**src/rtl/apb_pkg.sv**
```systemverilog
// Shared types for the APB master bridge: FSM state encoding, default widths
// and the response record returned on the rsp channel.
package apb_pkg;

  localparam int APB_ADDR_W = 32;
  localparam int APB_DATA_W = 32;

  typedef enum logic [1:0] {
    IDLE   = 2'd0,
    SETUP  = 2'd1,
    ACCESS = 2'd2,
    RESP   = 2'd3
  } apb_mst_state_e;

  typedef struct packed {
    logic [APB_DATA_W-1:0] rdata;
    logic                  err;
  } apb_rsp_t;

endpackage

```
**src/rtl/apb_master_bridge_if.sv**
```systemverilog
// Command, response and APB bus signals of the APB master bridge, bundled
// with a master modport (bridge side) and a slave modport (environment side).
interface apb_master_bridge_if
  import apb_pkg::*;
#(
  parameter int ADDR_W = APB_ADDR_W,
  parameter int DATA_W = APB_DATA_W
) ();

  // Handshake rule for cmd_* and rsp_*: a transfer happens on a rising PCLK
  // edge where valid and ready are both 1; once valid is raised, the payload
  // stays stable until that edge. APB itself follows PSEL/PENABLE/PREADY.
  logic              cmd_valid;
  logic              cmd_ready;
  logic              cmd_write;
  logic [ADDR_W-1:0] cmd_addr;
  logic [DATA_W-1:0] cmd_wdata;

  logic              rsp_valid;
  logic              rsp_ready;
  logic [DATA_W-1:0] rsp_rdata;
  logic              rsp_err;

  logic              PSEL;
  logic              PENABLE;
  logic              PWRITE;
  logic [ADDR_W-1:0] PADDR;
  logic [DATA_W-1:0] PDATA;
  logic [DATA_W-1:0] PRDATA;
  logic              PREADY;
  logic              PSLVERR;

  modport master (
    input  cmd_valid, cmd_write, cmd_addr, cmd_wdata, rsp_ready,
    input  PRDATA, PREADY, PSLVERR,
    output cmd_ready, rsp_valid, rsp_rdata, rsp_err,
    output PSEL, PENABLE, PWRITE, PADDR, PDATA
  );

  modport slave (
    output cmd_valid, cmd_write, cmd_addr, cmd_wdata, rsp_ready,
    output PRDATA, PREADY, PSLVERR,
    input  cmd_ready, rsp_valid, rsp_rdata, rsp_err,
    input  PSEL, PENABLE, PWRITE, PADDR, PDATA
  );

endinterface

```
**src/rtl/apb_master_bridge.sv**
```systemverilog
// APB requester: one command at a time through SETUP/ACCESS, result held on rsp.
// Define APB_MASTER_BRIDGE_TIMEOUT_EN to abort ACCESS after TIMEOUT_CYCLES waits.
module apb_master_bridge
  import apb_pkg::*;
#(
  parameter int ADDR_W         = APB_ADDR_W,
  parameter int DATA_W         = APB_DATA_W,
  parameter int TIMEOUT_CYCLES = 16
) (
  input  logic                PCLK,
  input  logic                PRESETn,
  apb_master_bridge_if.master bus,
  output apb_mst_state_e      dbg_state
);

  if (TIMEOUT_CYCLES < 1) begin : g_bad_timeout
    $error("TIMEOUT_CYCLES must be at least 1");
  end

  apb_mst_state_e    state_q, state_d;
  logic              psel_q, psel_d;
  logic              penable_q, penable_d;
  logic              pwrite_q, pwrite_d;
  logic [ADDR_W-1:0] paddr_q, paddr_d;
  logic [DATA_W-1:0] pdata_q, pdata_d;
  logic              rsp_valid_q, rsp_valid_d;
  logic [DATA_W-1:0] rsp_rdata_q, rsp_rdata_d;
  logic              rsp_err_q, rsp_err_d;

`ifdef APB_MASTER_BRIDGE_TIMEOUT_EN
  localparam int TO_W = $clog2(TIMEOUT_CYCLES + 1);
  localparam logic [TO_W-1:0] TO_LAST = TO_W'(TIMEOUT_CYCLES - 1);
  logic [TO_W-1:0] wait_cnt_q, wait_cnt_d;
`endif

  always_ff @(posedge PCLK or negedge PRESETn) begin
    if (!PRESETn) begin
      state_q     <= IDLE;
      psel_q      <= 1'b0;
      penable_q   <= 1'b0;
      pwrite_q    <= 1'b0;
      paddr_q     <= '0;
      pdata_q     <= '0;
      rsp_valid_q <= 1'b0;
      rsp_rdata_q <= '0;
      rsp_err_q   <= 1'b0;
`ifdef APB_MASTER_BRIDGE_TIMEOUT_EN
      wait_cnt_q  <= '0;
`endif
    end else begin
      state_q     <= state_d;
      psel_q      <= psel_d;
      penable_q   <= penable_d;
      pwrite_q    <= pwrite_d;
      paddr_q     <= paddr_d;
      pdata_q     <= pdata_d;
      rsp_valid_q <= rsp_valid_d;
      rsp_rdata_q <= rsp_rdata_d;
      rsp_err_q   <= rsp_err_d;
`ifdef APB_MASTER_BRIDGE_TIMEOUT_EN
      wait_cnt_q  <= wait_cnt_d;
`endif
    end
  end

  always_comb begin
    state_d     = state_q;
    psel_d      = psel_q;
    penable_d   = penable_q;
    pwrite_d    = pwrite_q;
    paddr_d     = paddr_q;
    pdata_d     = pdata_q;
    rsp_valid_d = rsp_valid_q;
    rsp_rdata_d = rsp_rdata_q;
    rsp_err_d   = rsp_err_q;
`ifdef APB_MASTER_BRIDGE_TIMEOUT_EN
    wait_cnt_d  = wait_cnt_q;
`endif

    unique case (state_q)
      IDLE: begin
        if (bus.cmd_valid) begin
          pwrite_d  = bus.cmd_write;
          paddr_d   = bus.cmd_addr;
          pdata_d   = bus.cmd_wdata;
          psel_d    = 1'b1;
          penable_d = 1'b0;
          state_d   = SETUP;
`ifdef APB_MASTER_BRIDGE_TIMEOUT_EN
          wait_cnt_d = '0;
`endif
        end
      end
      SETUP: begin
        penable_d = 1'b1;
        state_d   = ACCESS;
      end
      ACCESS: begin
        // A completing PREADY wins over the timeout on the limit cycle.
        if (bus.PREADY) begin
          rsp_err_d   = bus.PSLVERR;
          rsp_rdata_d = (!pwrite_q && !bus.PSLVERR) ? bus.PRDATA : '0;
          psel_d      = 1'b0;
          penable_d   = 1'b0;
          rsp_valid_d = 1'b1;
          state_d     = RESP;
        end
`ifdef APB_MASTER_BRIDGE_TIMEOUT_EN
        else if (wait_cnt_q == TO_LAST) begin
          rsp_err_d   = 1'b1;
          rsp_rdata_d = '0;
          psel_d      = 1'b0;
          penable_d   = 1'b0;
          rsp_valid_d = 1'b1;
          state_d     = RESP;
        end else begin
          wait_cnt_d = wait_cnt_q + 1'b1;
        end
`endif
      end
      RESP: begin
        if (bus.rsp_ready) begin
          rsp_valid_d = 1'b0;
          state_d     = IDLE;
        end
      end
      default: state_d = IDLE;
    endcase
  end

  assign bus.cmd_ready = (state_q == IDLE);
  assign bus.rsp_valid = rsp_valid_q;
  assign bus.rsp_rdata = rsp_rdata_q;
  assign bus.rsp_err   = rsp_err_q;
  assign bus.PSEL      = psel_q;
  assign bus.PENABLE   = penable_q;
  assign bus.PWRITE    = pwrite_q;
  assign bus.PADDR     = paddr_q;
  assign bus.PDATA     = pdata_q;
  assign dbg_state     = state_q;

endmodule

```
**src/flat_wrapper.sv**
```systemverilog
// flat-port wrapper written by rule: the top's interface ports become plain ports
module apb_master_bridge_flat import apb_pkg::*;
#(
  parameter int ADDR_W         = APB_ADDR_W,
  parameter int DATA_W         = APB_DATA_W,
  parameter int TIMEOUT_CYCLES = 16
)
  (PCLK, PRESETn, dbg_state, bus_cmd_valid, bus_cmd_write, bus_cmd_addr, bus_cmd_wdata, bus_rsp_ready, bus_PRDATA, bus_PREADY, bus_PSLVERR, bus_cmd_ready, bus_rsp_valid, bus_rsp_rdata, bus_rsp_err, bus_PSEL, bus_PENABLE, bus_PWRITE, bus_PADDR, bus_PDATA);
  apb_master_bridge_if #(.ADDR_W(ADDR_W), .DATA_W(DATA_W)) bus_i ();
  input  logic PCLK;
  input  logic PRESETn;
  output apb_mst_state_e dbg_state;
  input wire logic [$bits(bus_i.cmd_valid)-1:0] bus_cmd_valid;
  input wire logic [$bits(bus_i.cmd_write)-1:0] bus_cmd_write;
  input wire logic [$bits(bus_i.cmd_addr)-1:0] bus_cmd_addr;
  input wire logic [$bits(bus_i.cmd_wdata)-1:0] bus_cmd_wdata;
  input wire logic [$bits(bus_i.rsp_ready)-1:0] bus_rsp_ready;
  input wire logic [$bits(bus_i.PRDATA)-1:0] bus_PRDATA;
  input wire logic [$bits(bus_i.PREADY)-1:0] bus_PREADY;
  input wire logic [$bits(bus_i.PSLVERR)-1:0] bus_PSLVERR;
  output wire logic [$bits(bus_i.cmd_ready)-1:0] bus_cmd_ready;
  output wire logic [$bits(bus_i.rsp_valid)-1:0] bus_rsp_valid;
  output wire logic [$bits(bus_i.rsp_rdata)-1:0] bus_rsp_rdata;
  output wire logic [$bits(bus_i.rsp_err)-1:0] bus_rsp_err;
  output wire logic [$bits(bus_i.PSEL)-1:0] bus_PSEL;
  output wire logic [$bits(bus_i.PENABLE)-1:0] bus_PENABLE;
  output wire logic [$bits(bus_i.PWRITE)-1:0] bus_PWRITE;
  output wire logic [$bits(bus_i.PADDR)-1:0] bus_PADDR;
  output wire logic [$bits(bus_i.PDATA)-1:0] bus_PDATA;
  assign bus_i.cmd_valid = bus_cmd_valid;
  assign bus_i.cmd_write = bus_cmd_write;
  assign bus_i.cmd_addr = bus_cmd_addr;
  assign bus_i.cmd_wdata = bus_cmd_wdata;
  assign bus_i.rsp_ready = bus_rsp_ready;
  assign bus_i.PRDATA = bus_PRDATA;
  assign bus_i.PREADY = bus_PREADY;
  assign bus_i.PSLVERR = bus_PSLVERR;
  assign bus_cmd_ready = bus_i.cmd_ready;
  assign bus_rsp_valid = bus_i.rsp_valid;
  assign bus_rsp_rdata = bus_i.rsp_rdata;
  assign bus_rsp_err = bus_i.rsp_err;
  assign bus_PSEL = bus_i.PSEL;
  assign bus_PENABLE = bus_i.PENABLE;
  assign bus_PWRITE = bus_i.PWRITE;
  assign bus_PADDR = bus_i.PADDR;
  assign bus_PDATA = bus_i.PDATA;
  apb_master_bridge #(.ADDR_W(ADDR_W), .DATA_W(DATA_W), .TIMEOUT_CYCLES(TIMEOUT_CYCLES)) u_core (.PCLK(PCLK), .PRESETn(PRESETn), .bus(bus_i), .dbg_state(dbg_state));
endmodule
```
**config.mk**
```make
export PLATFORM = sky130hd
export DESIGN_NAME = apb_master_bridge_flat
export DESIGN_NICKNAME = d
export VERILOG_FILES = /design/src/rtl/apb_pkg.sv /design/src/rtl/apb_master_bridge_if.sv /design/src/rtl/apb_master_bridge.sv /design/src/flat_wrapper.sv
export SDC_FILE = /design/constraint.sdc
export NUM_CORES = 1
export LEC_CHECK = 0
export BUFFER_PORTS_ARGS = -buffer_cell sky130_fd_sc_hd__buf_2
export CELL_PAD_IN_SITES_DETAIL_PLACEMENT = 1
export CELL_PAD_IN_SITES_GLOBAL_PLACEMENT = 1
export CORE_UTILIZATION = 39
export CTS_CLUSTER_DIAMETER = 80
export DETAILED_ROUTE_END_ITERATION = 8
export GPL_ROUTABILITY_DRIVEN = 0
export GPL_TIMING_DRIVEN = 0
export HOLD_SLACK_MARGIN = 0.08
export MAX_ROUTING_LAYER = met4
export PLACE_DENSITY_LB_ADDON = 0.1
export SLEW_MARGIN = 40
export SYNTH_ARGS = -nofsm -noshare
export SYNTH_HDL_FRONTEND = slang
export SYNTH_SLANG_ARGS = --single-unit
```
**constraint.sdc**
```tcl
create_clock -name PCLK -period 2.7 [get_ports PCLK]
set_input_delay 0 -clock PCLK [delete_from_list [all_inputs] [get_ports PCLK]]
set_output_delay 0 -clock PCLK [all_outputs]
set_load 0.02 [all_outputs]
```
==> flow_summary.yaml, run 1 <==
setup_path:
  rr_worst_depth: 6
  worst_ep_arrival_time_ns: 2.40
  r2r-start: "u_core.dbg_state[0]"
  critical-path-max-stage-delay_ns: 0.55
  crit_path_end: "u_core.bus.rsp_rdata[31]"
  cp-end-kind: "register"
  critical_path_class: "register to register"
  critPathMaxFanout: 8
  start_kind: "register"
  crit_start: "u_core.dbg_state[0]"
  r2r_slack_ns: 0.60
  worstPathCellList: "inv_1 > ha_1 > nand2_2 > nor3_4 > a22o_1 > dlygate4sd3_1"
  worst-endpoint-required_ns: 3.00
  r2r-end: "u_core.bus.rsp_rdata[31]"
  slowest_stage: "dlygate4sd3_1"
clock_network:
  cts_buffers: 9
  cts_tree: "yes"
  cts_buffer_depth: 2
  clkLatencyLatePin_ns: 0.37
  clk_pin_slew_ns: 0.10
  htreeDepth: 3
  cts_hold_buf: 105
  post_cts_buffers: 0
  cts_root_buf: "clkbuf_8"
  numClockSinks: 103
  cts_resized: 0
timing:
  rsz0062_at_grt: "false"
  finalCriticalPeriod_ns: 2.10
  skew_ns: 0.0123
  period_share_pct: 77.9
  finalSetupTns_ns: 0
  max_freq_ghz: 0.475
  maxSlewViolCount: 0
  worst_pin_slew_ns: 0.491
  setup_viol: 0
  finalHoldViolCount: 0
  relSlewSlack_pct: 67.3
yosys:
  synth.most_common_cell: "dfrtp_1"
  synth_area_leader_cell: "dfrtp_1"
  ys_async_sr_fraction_pct: 100
  post-synth-top-area-fraction_pct: 62.1
  netlist_area_mm2: 0.00415
  yosysSeqAreaShare_pct: 62.1
  synthDistinctLibCells: 23
  syn_area_per_cell_um2: 16.9
  synth-seq-cells: 103
  synth_fp_nets: 354
  synthTopCellsByArea: "dfrtp_1, mux2_4, a22o_1, mux2_2, buf_6"
  synth_edf_count: 0
  synth_cells: 245
  synth_warnings: 0
  netlist_top_cells_count: "dfrtp_1, mux2_4, a22o_1"
  ys.flop_type: "dfrtp_1"
power:
  p_seq_share_pct: 36.8
  p_clk_share_pct: 12.4
  p_sw_share_pct: 40.8
  p_leak_nw: 3.49
  combPwrFrac_pct: 50.8
  power_density_mw_per_mm2: 1140
  p_int_mw: 4.46
  peakVddDrop_v: 0.000509
  switchingPower_mw: 3.07
grt:
  overflow: 0
  grt_max_degree: 59
  grt_pass1_wl_um: 21700
  antenna_found_initial: 2
  grt_pass1_vias: 3964
  grt_use_total_pct: 26.6
drt:
  wl_um: 13500
  wl_per_cell_um: 18.9
  ant_nets: 0
  viasPerCell: 4.71
  drt_pass1_iterations: 4
  drt_iter0_markers: 133
  num_vias: 3346
  route.detailed.drc: 0
floorplanning:
  die_w_um: 105
  ios: 207
  core_mm2: 0.0103
  rows: 37
  die_h_um: 105
  dieArea_mm2: 0.0111
  start_util_pct: 40.2
run:
  max_cap_viol_count: 0
cells_and_area:
  final_nets: 677
  final_cells: 711
  syn2layout_area_growth_pct: 59.7
  layout-drive-gt1-share_pct: 52.5
place:
  place_inst: 588
  dp_hpwl_um: 7970
  portBuffers: 206
outcome:
  outcome: "finished clean"
min_path:
  hp-class: "primary input to register"
critical path: cells and delay by family (launching register included):
family | cells | cell delay, ns
AND/OR/NAND/NOR | 2 | 0.48
flip-flops | 1 | 0.42
AO/OA/AOI/OAI | 1 | 0.18
adder cells (fa/ha/maj) | 1 | 0.25
buffers and inverters | 2 | 0.71
worst min path at each step:
stage | from | to | slack [ns] | cells past startpoint
6_report | bus_PREADY | u_core.bus.rsp_valid | 0.13 | 4
5_1_grt | PRESETn | u_core.bus.PADDR[14] | 0.16 | 2
4_1_cts | bus_PREADY | u_core.bus.rsp_valid | 0.10 | 4
3_5_place_dp | PRESETn | u_core.bus.PADDR[14] | -0.08 | 1
3_3_place_gp | bus_PRDATA[3] | u_core.bus.rsp_rdata[3] | 0.22 | 2
2_1_floorplan | PRESETn | u_core.bus.PADDR[0] | -0.30 | 0
metal layers:
metal	part of all wire, %	track usage (%)	wire, um
met4	1.5	8.45	199
met3	4.3	4.55	575
met1	40	29.9	5320
met5	0	-	0
met2	55	47.9	7370
cell type report:
type                    instances  area (um^2)
repair buffers                312         2120
clock inverters                 5         41.3
inverters                       2         7.51
plain buffers                  13          118
multi-input cells             127         1450
diodes                          2         5.00
flip-flops and latches        103         2580
well taps                     136          170
clock buffers                  11          141
fillers                      1046         3690
registers in the layout (all words and copies together) (netlist names):
| signal | cells |
|---|---|
| u_core.bus.PADDR | 32 |
| u_core.bus.PSEL | 1 |
| u_core.bus.PENABLE | 1 |
| u_core.dbg_state | 2 |
| u_core.bus.PDATA | 32 |
| u_core.bus.rsp_rdata | 32 |
| u_core.bus.rsp_err | 1 |
| u_core.bus.rsp_valid | 1 |
| u_core.bus.PWRITE | 1 |
power by group through the flow:
stage	combinational (mW)	sequential [mW]	clock [mW]
after floorplan	1.45	3.69	0
after global placement	3.55	2.69	0
after detailed placement	3.62	2.76	0
after CTS	3.79	2.74	0.942
after global routing	4.06	2.87	1.01
final	3.82	2.77	0.931
cell families after synthesis:
family,synth area share [%]
DFF,62.1
AOI/OAI and AO/OA,7.59
and+or+nand+nor,2.32
buffers and inverters,3.01
adders and majority gates,1.81
muxes,23.2
placed cells by master, fill, tap and decap left out, drive strengths merged, types with 3 or more instances in the layout:
cell type	count
a22o	32
dfrtp	103
nor2b	6
inv	4
nand2	4
nor3	3
clkbuf	14
mux2	68
buf	217
ha	6
dlygate4sd3	105
per-stage QoR:
stage,setup WS [ns],utilization (%),hold WS (ns),area [um^2],power [mW]
after floorplan,0.907,-,-0.296,4150,5.13
after global routing,0.458,64.2,0.158,6630,7.94
after detailed placement,0.958,52.2,-0.0829,5390,6.38
final,0.595,64.2,0.130,6630,7.53
after CTS,0.617,64.2,0.102,6630,7.47
after global placement,0.491,51.9,0.218,5350,6.24
No activity file was read; power rests on OpenSTA's default activity.
==> run 2, diff against run 1 <==
- CORE_UTILIZATION: 39 -> 36
- clock period: 2.7 -> 1.99 ns (I/O delays scaled with it)
==> run 2 against run 1 <==
Design area up 1.3%. Flip-flop and latch count unchanged. Sequential power is 35% higher. Sequential share of layout area shrank 0.50 points. Register-to-register slack lost 0.36 ns. Non-clock buffer count fell by 3. Via count is 1.6% lower. Global-route usage shrank 3.4 points. Core utilization fell by 3.3 points. Setup slack got worse by 0.36 ns. Clock skew fell by 0.0059 ns. Maximum frequency is 20% higher. Critical endpoint is now u_core.bus.PADDR[3].
==> flow_summary.yaml, run 2 (synthesis results as in run 1) <==
outcome:
  outcome: "finished clean"
grt:
  overflow: 0
  antenna_found_initial: 0
  grt_max_degree: 58
  grt_use_total_pct: 23.2
  grt_pass1_wl_um: 19800
  grt_pass1_vias: 3749
floorplanning:
  dieArea_mm2: 0.0120
  die_w_um: 109
  ios: 207
  start_util_pct: 37.6
  die_h_um: 109
  core_mm2: 0.0110
  rows: 38
cells_and_area:
  layout-drive-gt1-share_pct: 52.7
  final_cell_mix: "buf_2, dfrtp_1, dlygate4sd3_1"
  syn2layout_area_growth_pct: 61.7
  final_cells: 709
  diodes: 0
  final_common_cell: "buf_2"
  final_nets: 674
timing:
  hold_slack_ns: 0.155
  period_share_pct: 87.9
  skew_ns: 0.00647
  finalSetupTns_ns: 0
  worst_pin_slew_ns: 0.480
  maxSlewViolCount: 0
  finalCriticalPeriod_ns: 1.75
  setup_ws_ns: 0.240
  max_freq_ghz: 0.571
  rsz0062_at_grt: "false"
  finalHoldViolCount: 0
  relSlewSlack_pct: 68.0
  setup_viol: 0
clock_network:
  clk_pin_slew_ns: 0.07
  cts_resized: 0
  cts_buffers: 9
  cts_tree: "yes"
  htreeDepth: 3
  cts_buffer_depth: 2
  numClockSinks: 103
  clkLatencyLatePin_ns: 0.35
  cts_root_buf: "clkbuf_16"
place:
  pre_cts_ws_ns: 0.258
  place_inst: 592
  portBuffers: 206
  dp_hpwl_um: 7830
setup_path:
  crit_start: "u_core.dbg_state[0]"
  rr_worst_depth: 6
  crit_path_end: "u_core.bus.PADDR[3]"
  cp-end-kind: "register"
  r2r_slack_ns: 0.24
  worst-endpoint-required_ns: 2.22
  r2r-end: "u_core.bus.PADDR[3]"
  critPathMaxFanout: 10
  worst_ep_arrival_time_ns: 1.98
  r2r-start: "u_core.dbg_state[0]"
  start_kind: "register"
  critical_path_class: "register to register"
power:
  total_power_mw: 10.7
  peakVddDrop_v: 0.000808
  p_leak_nw: 3.53
  power_density_mw_per_mm2: 1590
drt:
  drt_pass1_iterations: 4
  wl_per_cell_um: 18.4
  wl_um: 13100
  route.detailed.drc: 0
  drt_iter0_markers: 98
  num_vias: 3291
  viasPerCell: 4.64
  ant_nets: 0
run:
  max_cap_viol_count: 0
min_path:
  hp-class: "primary input to asynchronous set/reset pin"
-- run 2: routing by layer --
metal  wire length (um)  up-vias  track usage [%]
li1                   -     1516                -
met1               5040     1620             24.9
met2               6870      135             41.2
met3                874       20             6.88
met4                266        0             7.24
met5                  0        -                -
-- run 2: layout make-up --
cell class / count / area, um^2
Inverter: 2 / 7.51
Fill cell: 1131 / 4310
Multi-Input combinational cell: 127 / 1450
Buffer: 13 / 118
Sequential cell: 103 / 2580
Timing Repair Buffer: 309 / 2090
Clock inverter: 3 / 42.5
Tap cell: 140 / 175
Clock buffer: 12 / 256
-- run 2: worst max-delay path, stage by stage, from the launching register on --
cell     delay [ns]
dfrtp_1        0.40
inv_1          0.12
ha_1           0.28
nand2_1        0.11
buf_6          0.18
buf_6          0.21
mux2_4         0.33
-- run 2: report_power, final --
group,internal (mW),switching [mW],leakage [nW]
logic,2.37,2.75,2.12
registers,3.14,0.612,1.27
clock network,1.04,0.759,0.145
total,6.55,4.12,3.53
-- run 2: metrics by stage --
step,cell area [um^2],util (%)
after global routing,6720,60.9
final,6720,60.9
after global placement,5360,48.6
after detailed placement,5400,48.9
after floorplan,4150,-
after CTS,6720,60.9
-- run 2: worst min path at each step --
stage                               from                       end  slack (ns)
after CTS                        PRESETn      u_core.bus.PADDR[12]        0.16
after global routing             PRESETn      u_core.bus.PADDR[13]        0.17
after detailed placement         PRESETn      u_core.bus.PADDR[12]       -0.07
after global placement    bus_PRDATA[16]  u_core.bus.rsp_rdata[16]        0.22
after floorplan                  PRESETn       u_core.bus.PADDR[0]       -0.30
final                            PRESETn       u_core.bus.PDATA[0]        0.16
-- run 2: repair_timing --
item	CTS	global route
hold buffers	102	0
setup buffers	0	0
hold endpoints to repair	203	0
==> run 3, diff against run 2 <==
- CORE_UTILIZATION: 36 -> 39
- clock period: 1.99 -> 2.1 ns (I/O delays scaled with it)
==> run 3 against run 2 <==
Flip-flop and latch count is the same. Global-route usage grew 3.4 points. Design area shrank 1.1%. Critical path depth is the same. Clock-buffer cell count shrank 1. Sequential power shrank 5%. Final cell count grew 0.42%. Via count grew 1.9%.
==> flow_summary.yaml, run 3 (synthesis results as in run 1) <==
setup_path:
  rr_worst_depth: 6
  crit_start: "u_core.dbg_state[0]"
  worst_ep_arrival_time_ns: 2.21
  worst-endpoint-required_ns: 2.37
  r2r-end: "u_core.bus.PSEL"
  crit_buf_inv: 2
  r2r_slack_ns: 0.15
  worstPathCellList: "inv_2 > ha_2 > nor2b_1 > o22ai_1 > dlygate4sd3_1 > a211oi_1"
  cp-end-kind: "register"
  slowest_stage: "dlygate4sd3_1"
  crit_path_end: "u_core.bus.PSEL"
  critical_path_class: "register to register"
  start_kind: "register"
  critical-path-max-stage-delay_ns: 0.57
  critPathMaxFanout: 5
  cp.depth: 6
  r2r-start: "u_core.dbg_state[0]"
  critical_path.top_delay_family: "buffers and inverters"
grt:
  grt_pass1_vias: 3958
  grt_max_degree: 59
  antenna_found_initial: 2
  overflow: 0
  grt_pass1_wl_um: 21700
  grt_use_total_pct: 26.6
timing:
  setup_ws_ns: 0.151
  skew_ns: 0.0125
  finalCriticalPeriod_ns: 1.95
  maxSlewViolCount: 0
  finalHoldViolCount: 0
  max_freq_ghz: 0.513
  rsz0062_at_grt: "false"
  period_share_pct: 92.8
  finalSetupTns_ns: 0
  setup_viol: 0
  worst_pin_slew_ns: 0.492
  relSlewSlack_pct: 67.2
  hold_slack_ns: 0.0871
clock_network:
  numClockSinks: 103
  cts_buffers: 9
  clkLatencyLatePin_ns: 0.36
  clk_pin_slew_ns: 0.10
  cts_root_buf: "clkbuf_8"
  cts_buffer_depth: 2
  cts_tree: "yes"
  htreeDepth: 3
drt:
  viasPerCell: 4.71
  drt_iter0_markers: 126
  ant_nets: 0
  route.detailed.drc: 0
  num_vias: 3352
  drt_pass1_iterations: 4
  wl_um: 13500
  wl_per_cell_um: 19.0
power:
  combPwrFrac_pct: 50.8
  power_density_mw_per_mm2: 1460
  p_sw_share_pct: 40.8
  p_seq_share_pct: 36.8
  peakVddDrop_v: 0.000666
  switchingPower_mw: 3.95
  p_int_mw: 5.73
  p_clk_share_pct: 12.3
  p_leak_nw: 3.50
cells_and_area:
  utilization_pct: 64.3
  syn2layout_area_growth_pct: 60.0
  final_cell_mix: "buf_2, dlygate4sd3_1, dfrtp_1"
  layout-drive-gt1-share_pct: 53.1
  final_cells: 712
  n_fill_cell: 1045
  seqCellArea_mm2: 0.00258
  final_common_cell: "buf_2"
  final_nets: 678
  multi_input_area_mm2: 0.00146
min_path:
  hp-class: "primary input to register"
run:
  max_cap_viol_count: 0
floorplanning:
  die_h_um: 105
  core_mm2: 0.0103
  dieArea_mm2: 0.0111
  start_util_pct: 40.2
  ios: 207
  rows: 37
  die_w_um: 105
place:
  dp_hpwl_um: 7970
  place_inst: 588
  pre_cts_ws_ns: 0.358
  portBuffers: 206
outcome:
  outcome: "finished clean"
[run 3: cell types whose count changed in the layout (fill, tap and decap cells not counted), moves of 2 or more]
cell,previous run,this run
diode_2,0,2
buf_4,0,2
inv_6,0,2
clkbuf_16,9,0
dlygate4sd3_1,102,104
clkbuf_8,2,10
[run 3: how the worst min path moves through the flow]
stage | startpoint | endpoint | cells after the start
3_3_place_gp | bus_PRDATA[3] | u_core.bus.rsp_rdata[3] | 2
3_5_place_dp | PRESETn | u_core.bus.PADDR[14] | 1
6_report | bus_PREADY | u_core.bus.rsp_rdata[31] | 3
4_1_cts | bus_PREADY | u_core.bus.rsp_valid | 4
5_1_grt | bus_PREADY | u_core.bus.rsp_err | 3
2_1_floorplan | PRESETn | u_core.bus.PADDR[0] | 0
[run 3: area by class of cell]
cell class	instances	area share (%)
sequential	103	38.8
timing repair buffer	313	32.0
multi-input combinational	127	21.9
tap	136	2.56
clock buffer	11	2.13
buffer	13	1.77
clock inverter	5	0.622
inverter	2	0.113
antenna	2	0.0753
[run 3: routing by layer]
| metal | share of wire [%] | global-route usage (%) |
|---|---|---|
| met5 | 0 | - |
| met4 | 1.5 | 8.45 |
| met3 | 4.4 | 4.55 |
| met2 | 55 | 47.8 |
| met1 | 39 | 29.9 |
[run 3: power groups by stage]
stage                     sequential (mW)  clock [mW]  combinational, mW
after detailed placement             3.55           0               4.65
after floorplan                      4.74           0               1.86
after global placement               3.46           0               4.57
after global routing                 3.69        1.30               5.22
final                                3.57        1.19               4.92
after CTS                            3.52        1.21               4.85
[run 3: tightest hold or removal path: stages]
cell and delay (ns):
buf_2 0.13, nand2_4 0.13, a22o_1 0.15
[run 3: per-stage QoR]
step / instance area [um^2] / power (mW)
3_5_place_dp: 5390 / 8.20
4_1_cts: 6620 / 9.59
2_1_floorplan: 4150 / 6.60
5_1_grt: 6640 / 10.2
6_report: 6640 / 9.68
3_3_place_gp: 5350 / 8.03
[run 3: repair_timing]
| action | in CTS | in global routing |
|---|---|---|
| endpoints found under the setup margin | 0 | 2 |
| gates resized for setup | 0 | 3 |
| hold endpoints to repair | 203 | 0 |
| hold buffers | 104 | 0 |
| setup buffers | 0 | 2 |
